$ cat config.mk
export PLATFORM = sky130hd
export DESIGN_NAME = phase_scheduler
export DESIGN_NICKNAME = d
export VERILOG_FILES = /design/src/rtl/tl_pkg.sv /design/src/rtl/phase_timer.sv /design/src/rtl/phase_scheduler.sv
export SDC_FILE = /design/constraint.sdc
export NUM_CORES = 1
export LEC_CHECK = 0
export ABC_CLOCK_PERIOD_IN_PS = 2600
export CAP_MARGIN = 10
export CORE_ASPECT_RATIO = 0.7
export CORE_UTILIZATION = 51
export CTS_BUF_LIST = sky130_fd_sc_hd__clkbuf_8 sky130_fd_sc_hd__clkbuf_16
export DETAILED_ROUTE_END_ITERATION = 8
export PLACE_DENSITY = 0.79
export SETUP_SLACK_MARGIN = 0.15
export SLEW_MARGIN = 20
export SYNTH_ARGS = -nofsm -noshare
export SYNTH_HDL_FRONTEND = slang
export SYNTH_SLANG_ARGS = --single-unit
$ cat constraint.sdc
create_clock -name clk -period 2.6 [get_ports clk]
set_clock_uncertainty 0.05 [all_clocks]
set_input_delay 0.39 -clock clk [delete_from_list [all_inputs] [get_ports clk]]
set_output_delay 0.39 -clock clk [all_outputs]
set_load 0.01 [all_outputs]
$ cat src/rtl/tl_pkg.sv
// Shared definitions for the traffic-light phase scheduler.
// Holds the controller state encoding, the lamp patterns and two pure
// helper functions used by the top level: the grant arbiter and the
// per-approach lamp decode.  Lamp patterns are written MSB-first as
// {red, yellow, green}.
package tl_pkg;

    typedef enum logic [2:0] {
        ST_INIT   = 3'd0,
        ST_ALLRED = 3'd1,
        ST_GREEN  = 3'd2,
        ST_YELLOW = 3'd3,
        ST_FLASH  = 3'd4
    } state_t;

    localparam logic [2:0] RED = 3'b100;
    localparam logic [2:0] YEL = 3'b010;
    localparam logic [2:0] GRN = 3'b001;
    localparam logic [2:0] OFF = 3'b000;

    // Priority demand wins at the lowest index; otherwise rotate from last+1.
    function automatic logic [1:0] arb_pick(input logic [3:0] elig,
                                            input logic [3:0] pref_elig,
                                            input logic [1:0] last);
        logic [1:0] pick;
        logic [1:0] idx;
        logic       found;
        pick  = 2'd0;
        found = 1'b0;
        for (int k = 3; k >= 0; k--) begin
            if (pref_elig[k]) begin
                pick  = 2'(k);
                found = 1'b1;
            end else begin
                pick = pick;
            end
        end
        for (int k = 1; k <= 4; k++) begin
            idx = last + 2'(k);
            if (!found && elig[idx]) begin
                pick  = idx;
                found = 1'b1;
            end else begin
                pick = pick;
            end
        end
        return pick;
    endfunction

    // Lamp pattern shown on approach idx for a given controller state.
    function automatic logic [2:0] lamp_of(input state_t st, input logic [1:0] grant,
                                           input logic [1:0] idx, input logic flash_on);
        logic [2:0] lamp;
        case (st)
            ST_INIT:   lamp = OFF;
            ST_ALLRED: lamp = RED;
            ST_GREEN:  lamp = (idx == grant) ? GRN : RED;
            ST_YELLOW: lamp = (idx == grant) ? YEL : RED;
            ST_FLASH:  lamp = flash_on ? YEL : OFF;
            default:   lamp = RED;
        endcase
        return lamp;
    endfunction

endpackage

$ cat src/rtl/phase_timer.sv
// 8-bit loadable down-counter used to time every phase and flash half-period.
// Ports: clk, rst (sync, active-low), i_load/i_value load a new count,
// o_count is the current count, o_zero flags a count of zero.
// The counter holds at zero until reloaded.
module phase_timer (
    input  logic       clk,
    input  logic       rst,
    input  logic       i_load,
    input  logic [7:0] i_value,
    output logic [7:0] o_count,
    output logic       o_zero
);

    logic [7:0] r_count;

    // Count register: load has priority over decrement.
    always_ff @(posedge clk) begin
        if (!rst) begin
            r_count <= 8'd0;
        end else if (i_load) begin
            r_count <= i_value;
        end else if (r_count != 8'd0) begin
            r_count <= r_count - 8'd1;
        end else begin
            r_count <= r_count;
        end
    end

    assign o_count = r_count;
    assign o_zero  = (r_count == 8'd0);

endmodule

$ cat src/rtl/phase_scheduler.sv
// Four-approach traffic-light phase scheduler.
// Ports: clk; rst (sync, active-low); attention forces flashing yellow;
// requests/preferentials are normal/priority demand per approach;
// force_reds pins approaches red; ltfs are the registered lamps per
// approach ({red,yellow,green}); grant_idx/grant_valid name the approach
// in green or yellow.
// A single phase_timer times every phase; in FLASH it times half-periods.
// Outputs are registered from the next-state values so they line up with
// the state register.
module phase_scheduler
    import tl_pkg::*;
#(
    parameter int GREEN_CYCLES  = 8,
    parameter int MIN_GREEN     = 3,
    parameter int YELLOW_CYCLES = 2,
    parameter int ALLRED_CYCLES = 2,
    parameter int FLASH_CYCLES  = 2
) (
    input  logic            clk,
    input  logic            rst,
    input  logic            attention,
    input  logic [3:0]      requests,
    input  logic [3:0]      preferentials,
    input  logic [3:0]      force_reds,
    output logic [3:0][0:2] ltfs,
    output logic [1:0]      grant_idx,
    output logic            grant_valid
);

    localparam logic [7:0] LD_GREEN  = 8'(GREEN_CYCLES - 1);
    localparam logic [7:0] LD_YELLOW = 8'(YELLOW_CYCLES - 1);
    localparam logic [7:0] LD_ALLRED = 8'(ALLRED_CYCLES - 1);
    localparam logic [7:0] LD_FLASH  = 8'(FLASH_CYCLES - 1);
    // Remaining count at or below this means MIN_GREEN cycles have been shown.
    localparam logic [7:0] LIM_PREEMPT = 8'(GREEN_CYCLES - MIN_GREEN);

    state_t          r_state;
    state_t          w_next_state;
    logic [1:0]      r_grant;
    logic [1:0]      w_next_grant;
    logic [1:0]      r_last;
    logic [1:0]      w_next_last;
    logic            r_flash_on;
    logic            w_next_flash_on;
    logic            r_gv;
    logic [3:0][0:2] r_ltfs;
    logic            w_load;
    logic [7:0]      w_load_val;
    logic [7:0]      w_count;
    logic            w_zero;
    logic [3:0]      w_elig;
    logic [3:0]      w_pref_elig;
    logic [3:0]      w_rivals;
    logic [1:0]      w_pick;
    logic            w_preempt;
    logic            w_force_cur;

    phase_timer u_timer (
        .clk     (clk),
        .rst     (rst),
        .i_load  (w_load),
        .i_value (w_load_val),
        .o_count (w_count),
        .o_zero  (w_zero)
    );

    assign w_elig      = (requests | preferentials) & ~force_reds;
    assign w_pref_elig = preferentials & ~force_reds;
    assign w_pick      = arb_pick(w_elig, w_pref_elig, r_last);
    assign w_rivals    = w_pref_elig & ~(4'b0001 << r_grant);
    assign w_preempt   = (|w_rivals) && (w_count <= LIM_PREEMPT);
    assign w_force_cur = force_reds[r_grant];

    // Next-state, timer reload and grant bookkeeping.
    always_comb begin
        w_next_state    = r_state;
        w_next_grant    = r_grant;
        w_next_last     = r_last;
        w_next_flash_on = r_flash_on;
        w_load          = 1'b0;
        w_load_val      = 8'd0;
        if (r_state == ST_INIT) begin
            w_next_state = ST_ALLRED;
            w_load       = 1'b1;
            w_load_val   = LD_ALLRED;
        end else if (attention && (r_state != ST_FLASH)) begin
            // Attention pre-empts everything, including a same-cycle expiry.
            w_next_state    = ST_FLASH;
            w_load          = 1'b1;
            w_load_val      = LD_FLASH;
            w_next_flash_on = 1'b1;
        end else begin
            case (r_state)
                ST_ALLRED: begin
                    // At zero the timer holds, so arbitration repeats each cycle.
                    if (w_zero && (|w_elig)) begin
                        w_next_state = ST_GREEN;
                        w_next_grant = w_pick;
                        w_load       = 1'b1;
                        w_load_val   = LD_GREEN;
                    end else begin
                        w_next_state = ST_ALLRED;
                    end
                end
                ST_GREEN: begin
                    // Force-red, preemption and expiry all share one yellow.
                    if (w_force_cur || w_preempt || w_zero) begin
                        w_next_state = ST_YELLOW;
                        w_next_last  = r_grant;
                        w_load       = 1'b1;
                        w_load_val   = LD_YELLOW;
                    end else begin
                        w_next_state = ST_GREEN;
                    end
                end
                ST_YELLOW: begin
                    if (w_zero) begin
                        w_next_state = ST_ALLRED;
                        w_load       = 1'b1;
                        w_load_val   = LD_ALLRED;
                    end else begin
                        w_next_state = ST_YELLOW;
                    end
                end
                ST_FLASH: begin
                    if (!attention) begin
                        w_next_state = ST_ALLRED;
                        w_load       = 1'b1;
                        w_load_val   = LD_ALLRED;
                    end else if (w_zero) begin
                        w_next_flash_on = ~r_flash_on;
                        w_load          = 1'b1;
                        w_load_val      = LD_FLASH;
                    end else begin
                        w_next_flash_on = r_flash_on;
                    end
                end
                default: begin
                    w_next_state = ST_ALLRED;
                    w_load       = 1'b1;
                    w_load_val   = LD_ALLRED;
                end
            endcase
        end
    end

    // State, grant and registered lamp outputs.
    always_ff @(posedge clk) begin
        if (!rst) begin
            r_state    <= ST_INIT;
            r_grant    <= 2'd0;
            r_last     <= 2'd3;
            r_flash_on <= 1'b0;
            r_gv       <= 1'b0;
            r_ltfs     <= '0;
        end else begin
            r_state    <= w_next_state;
            r_grant    <= w_next_grant;
            r_last     <= w_next_last;
            r_flash_on <= w_next_flash_on;
            r_gv       <= (w_next_state == ST_GREEN) || (w_next_state == ST_YELLOW);
            for (int i = 0; i < 4; i++) begin
                r_ltfs[i] <= lamp_of(w_next_state, w_next_grant, 2'(i), w_next_flash_on);
            end
        end
    end

    assign ltfs        = r_ltfs;
    assign grant_idx   = r_grant;
    assign grant_valid = r_gv;

endmodule

==> run metrics, run 1 <==
Synth top area share 0.369; Pleak slightly above 0.9 nW; Warnings, synthesis 0; share of power burned in registers 0.366; syn avg cell area about 8.5 sq um; Synth cell types 46; Final nets around 270; 1st-pass router iterations 5; R2R cell count 10; DP Area around 2000 sq um; Syn Inst Count 186; synthesized-area fraction occupied by adder cells 0.0159; worst vdd ir around 0.45 mV; wire per inst about 17 um; final cell count without fillers approximately 290; drt first-iter violations between 100 and 150; clock slew at reported path FFs 60 ps; design area ~2300 sq um; post-synth top area cell dfxtp_1; antenna cells 0; Critical Path Max Stage Delay approximately 430 ps; die width 68.4 um; post-synthesis mux area share 0.0397; Bufs and invs on worst path 3; number of global-route vias before repair about 1600; DPL Wire Length about 3400 um; Internal 992 uW; clock sink count 29; total of max-cap violations 0; total CTS buffers 5; P per Cell Area between 500 and 600 nW/um^2; initial antenna violation count 0; most frequent CP cell buf_4; largest net degree at the start of global routing 13; clock period minus final worst setup slack around 2500 ps; Mapped Nets 203; overall routing resource usage 0.307; Final period util 0.944; Max-slew headroom 0.618; Slowest-stage cell, CP clkdlybuf4s50_1; #FFs+latches synth 29; largest family of logic cells by synthesized area simple AND/OR/NAND/NOR gates; startpoint type of the worst setup path input pin; Fin. Hold Viols 0; combinational share of power 0.283; share of cells above drive strength 1 0.271; Top FF cell, synth dfxtp_1; post-synthesis sequential area ratio 0.369; switch share 0.279; RSZ-0062 raised after global routing true; IO buf count 29; total gr overflow 0; hold path depth 2; Worst EP required approximately 2800 ps; NetSw 384 uW; P&R area growth vs syn 48.8%; sink of the worst hold path u_timer.o_count[6]$_SDFFE_PN0P_; DRC 0; CP startpoint preferentials[1]; dpl ws -171 ps; clk buf depth 2; HP Start u_timer.o_count[6]$_SDFFE_PN0P_; endpoints failing setup 0; post-route ant nets 0; Die Area between 3000 and 4000 sq um; die height ~49 um; core footprint approximately 2900 sq um; mapped cell area 1580 sq um; Simple-Gate Fraction of Synth Area 0.279; gp weighted congestion between 0.9 and 1; Post-Route WL between 5000 and 6000 um; cells along the critical path clkdlybuf4s50_1 > buf_4 > o21bai_1 > nand4_1 > buf_4 > o22ai_2 > o211ai_1 > o21ai_1 > nand2_1 > nor2_1; r2r setup slk roughly 150 ps; CTS tree built; Synth Area in XOR/XNOR 0.0278; I/O pin count 30; Critical Path AT 2610 ps; Clock power frac 0.351; placed cell count between 200 and 300; Worst Setup End Kind flop; hold crit path type flop to flop; first-pass GRT wire length ~7400 um; DR vias/cell about 6.1; H-tree depth 2; crit-path max FO 5; fmax about 400 MHz; critical path class input pin to flop; worst-skew pair later-pin latency 280 ps; Rows 16; Final Max Tran Viols 0; compound-gate portion of the synthesized area 0.239; Crit path depth 10; EDFF count, synth 0; Filler cells around 180; Crit Reg-Reg Startpoint u_timer.o_count[1]$_SDFFE_PN0P_; Initial Util 0.550; clk root buf clkbuf_8; RR Endpoint ltfs[11]$_SDFF_PN0_; Synth area leaders dfxtp_1 37%, nor2_1 5.0%, a21oi_1 3.5%, nand2_1 3.1%, nor3_1 2.9%; setup ws final ~150 ps; Total Neg Setup Slack 0 ps; CP top delay family compound AO/OA/AOI/OAI gates; ys async rst share 0; total power around 1.4 mW; run status finished clean; Vias 1759; slew at the pin with the worst max-slew slack roughly 570 ps
[power groups by stage]
stage	clock network, mW	registers, mW	logic (mW)
2_1_floorplan	0	0.509	0.176
3_3_place_gp	0	0.508	0.301
3_5_place_dp	0	0.510	0.315
4_1_cts	0.490	0.501	0.336
5_1_grt	0.507	0.507	0.418
6_report	0.483	0.504	0.390
[worst max-delay path by stage]
stage                     slack, ps                              end
after floorplan                 220               ltfs[4]$_SDFF_PN0_
after global placement         -120              ltfs[11]$_SDFF_PN0_
after detailed placement       -170              ltfs[11]$_SDFF_PN0_
after CTS                       150              ltfs[11]$_SDFF_PN0_
after global routing             20               ltfs[2]$_SDFF_PN0_
final                           150  u_timer.o_count[3]$_SDFFE_PN0P_
[kinds of logic after synthesis]
| kind of cell | Yosys count |
|---|---|
| multiplexers | 5 |
| buffers and inverters | 12 |
| AND/OR/NAND/NOR | 81 |
| adder cells (fa/ha/maj) | 2 |
| AO/OA/AOI/OAI | 52 |
| XOR/XNOR | 5 |
| flip-flops | 29 |
[worst reg2reg max path: stages (launching register included)]
cell	delay [ps]
dfxtp_2	330
inv_2	80
ha_4	130
or3b_4	390
nor3b_4	250
buf_4	150
nand4_1	120
a311oi_2	300
a21oi_2	100
or2_4	290
o2bb2ai_1	140
[sequential cells by signal (all words and copies together), names as in the netlist]
register,count
grant_idx,2
r_last,2
r_flash_on,1
grant_valid,1
r_state,3
u_timer.o_count,8
ltfs,12
[through the flow]
step                      utilization  hold WS, ps
after floorplan                     -          458
after global placement          0.711          488
after detailed placement        0.711          505
after CTS                       0.772          517
after global routing            0.819          553
final                           0.819          516
[cell usage in the layout, fill, tap and decap left out, drive strengths merged, types with 6 or more instances in the layout]
cell and count:
nor3 9, a21oi 11, o21ai 10, clkbuf 6, dfxtp 29, nand2b 7, nand2 13, buf 34
nor2b 7, inv 6, clkdlybuf4s50 29, nor2 21
[synth_stat cells, drive strengths merged (4+ instances only)]
| cell | count |
|---|---|
| a21oi | 11 |
| nand2 | 13 |
| dfxtp | 29 |
| o21ba | 4 |
| nor2 | 21 |
| clkbuf | 4 |
| nand2b | 7 |
| nor2b | 7 |
| o21ai | 10 |
| nor4 | 4 |
| inv | 6 |
| mux2i | 4 |
| o21bai | 4 |
| o211ai | 4 |
| nor3b | 4 |
| o2bb2ai | 4 |
| nor3 | 9 |
[per-layer routing]
metal	wire [um]	vias to the layer above	part of all wire	GRT usage
li1	-	805	-	-
met1	2060	828	0.41	0.404
met2	2440	109	0.49	0.480
met3	399	17	0.080	0.0778
met4	100	0	0.020	0.104
met5	0	-	0	0
[area by class of cell]
class                      count  area (sq um)  area share
multi-input combinational    145          1020       0.437
sequential                    29           583       0.249
timing repair buffer          63           549       0.234
clock buffer                   6          82.6      0.0352
tap                           36          45.0      0.0192
clock inverter                 2          37.5      0.0160
inverter                       6          22.5     0.00961
[what timing repair did]
| action | in CTS | in global routing |
|---|---|---|
| pin swaps | 8 | 4 |
| hold buffers | 0 | 0 |
| gates resized for setup | 11 | 13 |
| setup endpoints to repair | 22 | 24 |
| buffers inserted | 3 | 11 |
Power figures use the tool's default switching activity.
==> run 2: changes to the inputs <==
--- a/config.mk
+++ b/config.mk
@@ -14,4 +14,5 @@
 export PLACE_DENSITY = 0.79
 export SETUP_SLACK_MARGIN = 0.15
+export SKIP_LAST_GASP = 1
 export SLEW_MARGIN = 20
 export SYNTH_ARGS = -nofsm -noshare
--- a/constraint.sdc
+++ b/constraint.sdc
@@ -3,3 +3,3 @@
 set_input_delay 0.39 -clock clk [delete_from_list [all_inputs] [get_ports clk]]
 set_output_delay 0.39 -clock clk [all_outputs]
-set_load 0.01 [all_outputs]
+set_load 0.1 [all_outputs]
==> run metrics, run 2 (same netlist as run 1, synthesis figures left out) <==
clock sink count 29 (unchanged); share of cells above drive strength 1 0.360 (+0.0891); drt first-iter violations 86 (-34%); Vias 1651 (-6.1%); Crit Reg-Reg Startpoint u_timer.o_count[1]$_SDFFE_PN0P_; max reg flops 12 (unchanged); largest net degree at the start of global routing 12 (-1); fmax 402 MHz (-1.3%); P&R area growth vs syn 46.0%; Bufs and invs on worst path 1 (-2); clk buf depth 2 (unchanged); wire per inst 15.8 um (-9.6%); Rows 16 (unchanged); endpoints failing setup 0 (unchanged); total of max-cap violations 0 (unchanged); clock period minus final worst setup slack 2490 ps (+31.6 ps); critical path class flop to flop; clk root buf clkbuf_8; number of global-route vias before repair 1531 (-3.0%); antenna cells 0 (unchanged); worst vdd ir 0.344 mV (-24%); final cell count without fillers 286 (-0.35%); slew at the pin with the worst max-slew slack 465 ps (-103 ps); Pleak 0.956 nW (+5.3%); DR vias/cell 5.77 (-5.8%); r2r setup slk 110 ps (-30 ps); Filler cells 178 (unchanged); hold path depth 2 (unchanged); clock slew at reported path FFs 70 ps (about the same); die width 68.4 um (unchanged); DPL Wire Length 3170 um (-7.0%); I/O pin count 30 (unchanged); HP Start u_timer.o_count[3]$_SDFFE_PN0P_; worst-skew pair later-pin latency 290 ps (about the same); die height 48.5 um (unchanged); 1st-pass router iterations 4 (-1); H-tree depth 2 (unchanged); Multi-input gate area 1050 sq um (+2.2%); startpoint type of the worst setup path flop; Fin. Hold Viols 0 (unchanged); Critical Path Max Stage Delay 390 ps (-40 ps); placed cell count 269 (+1.5%); initial antenna violation count 0 (unchanged); RSZ-0062 raised after global routing true; Critical Path AT 2650 ps (+40 ps); Max-slew headroom 0.687 (+0.0695); Slowest-stage cell, CP or3b_4; Worst Setup End Kind flop; CTS Hold Buffers Added 0 (unchanged); Initial Util 0.550 (unchanged); IO buf count 29 (unchanged); most frequent cells in the layout 46 x buf_4, 25 x dfxtp_1, 21 x nor2_1; Final nets 266 (-0.37%); core footprint 2860 sq um (unchanged); sink of the worst hold path u_timer.o_count[3]$_SDFFE_PN0P_; first-pass GRT wire length 6770 um (-8.7%); post-route ant nets 0 (unchanged); CP top delay family simple AND/OR/NAND/NOR gates; Crit path depth 9 (-1); total gr overflow 0 (unchanged); gp weighted congestion 0.923 (-2.9%); run status finished clean; Final Max Tran Viols 0 (unchanged); DRC 0 (unchanged); Worst EP required 2760 ps (about the same); most common cell after layout, fill and taps aside buf_4; crit-path max FO 6 (+1); R2R cell count 9 (-1); RR Endpoint ltfs[1]$_SDFF_PN0_; Die Area 3320 sq um (unchanged); Post-Route WL 4510 um (-9.9%); P per Cell Area 596 nW/um^2 (+1.5%); total CTS buffers 5 (unchanged); cells along the critical path inv_2 > ha_4 > or3b_4 > nor3b_4 > nand3_2 > a311o_1 > a31oi_4 > nand4b_1 > o21ai_1; Final period util 0.956 (+0.0122); overall routing resource usage 0.276 (-0.0306); DP Area 2030 sq um (-0.25%); CTS tree built; design area 2300 sq um (-1.9%); hold crit path type flop to flop; sequential cell area 586 sq um (+0.43%)
[run 2: stage by stage]
| stage | setup WS [ps] | total power, mW | utilization | setup TNS, ps | hold slack [ps] |
|---|---|---|---|---|---|
| floorplan | 218 | 0.819 | - | 0 | 458 |
| global placement | -132 | 0.948 | 0.709 | -855 | 482 |
| detailed placement | -208 | 0.960 | 0.709 | -1780 | 504 |
| CTS | 149 | 1.32 | 0.753 | 0 | 508 |
| global route | 14.3 | 1.43 | 0.803 | 0 | 554 |
| finish | 115 | 1.37 | 0.803 | 0 | 514 |
[run 2: power breakdown]
part           leakage, nW  internal, mW  switching [mW]
Clock               0.0439         0.184           0.177
Sequential           0.238         0.477          0.0214
Combinational        0.674         0.194           0.317
Total                0.956         0.855           0.515
[run 2: layout make-up]
| cell class | count | share of cell area |
|---|---|---|
| timing repair buffer | 62 | 0.224 |
| tap | 36 | 0.0196 |
| clock inverter | 3 | 0.00762 |
| clock buffer | 5 | 0.0299 |
| inverter | 6 | 0.00979 |
| sequential | 29 | 0.255 |
| multi-input combinational | 145 | 0.455 |
[run 2: repair_timing]
item                                    CTS  global route
resized for setup                         8            28
pin swaps                                 5            11
endpoints found under the setup margin   16            21
buffers inserted                          2             7
[run 2: worst max-delay path by stage]
stage,to,start,slack [ps]
detailed placement,ltfs[1]$_SDFF_PN0_,force_reds[3],-210
finish,ltfs[1]$_SDFF_PN0_,u_timer.o_count[1]$_SDFFE_PN0P_,110
floorplan,ltfs[4]$_SDFF_PN0_,u_timer.o_count[0]$_SDFFE_PN0P_,220
global placement,ltfs[11]$_SDFF_PN0_,force_reds[3],-130
global route,ltfs[1]$_SDFF_PN0_,u_timer.o_count[1]$_SDFFE_PN0P_,10
CTS,ltfs[1]$_SDFF_PN0_,force_reds[2],150
[run 2: per-layer routing]
metal	track usage	share of wire
met5	0	0
met4	0.111	0.024
met3	0.0637	0.036
met2	0.438	0.47
met1	0.355	0.47
[run 2: tightest hold or removal path, delay by kind of cell (launching register included)]
| family | cells | cell delay, ps |
|---|---|---|
| compound gates | 1 | 130 |
| flops | 1 | 350 |
| simple gates | 1 | 40 |
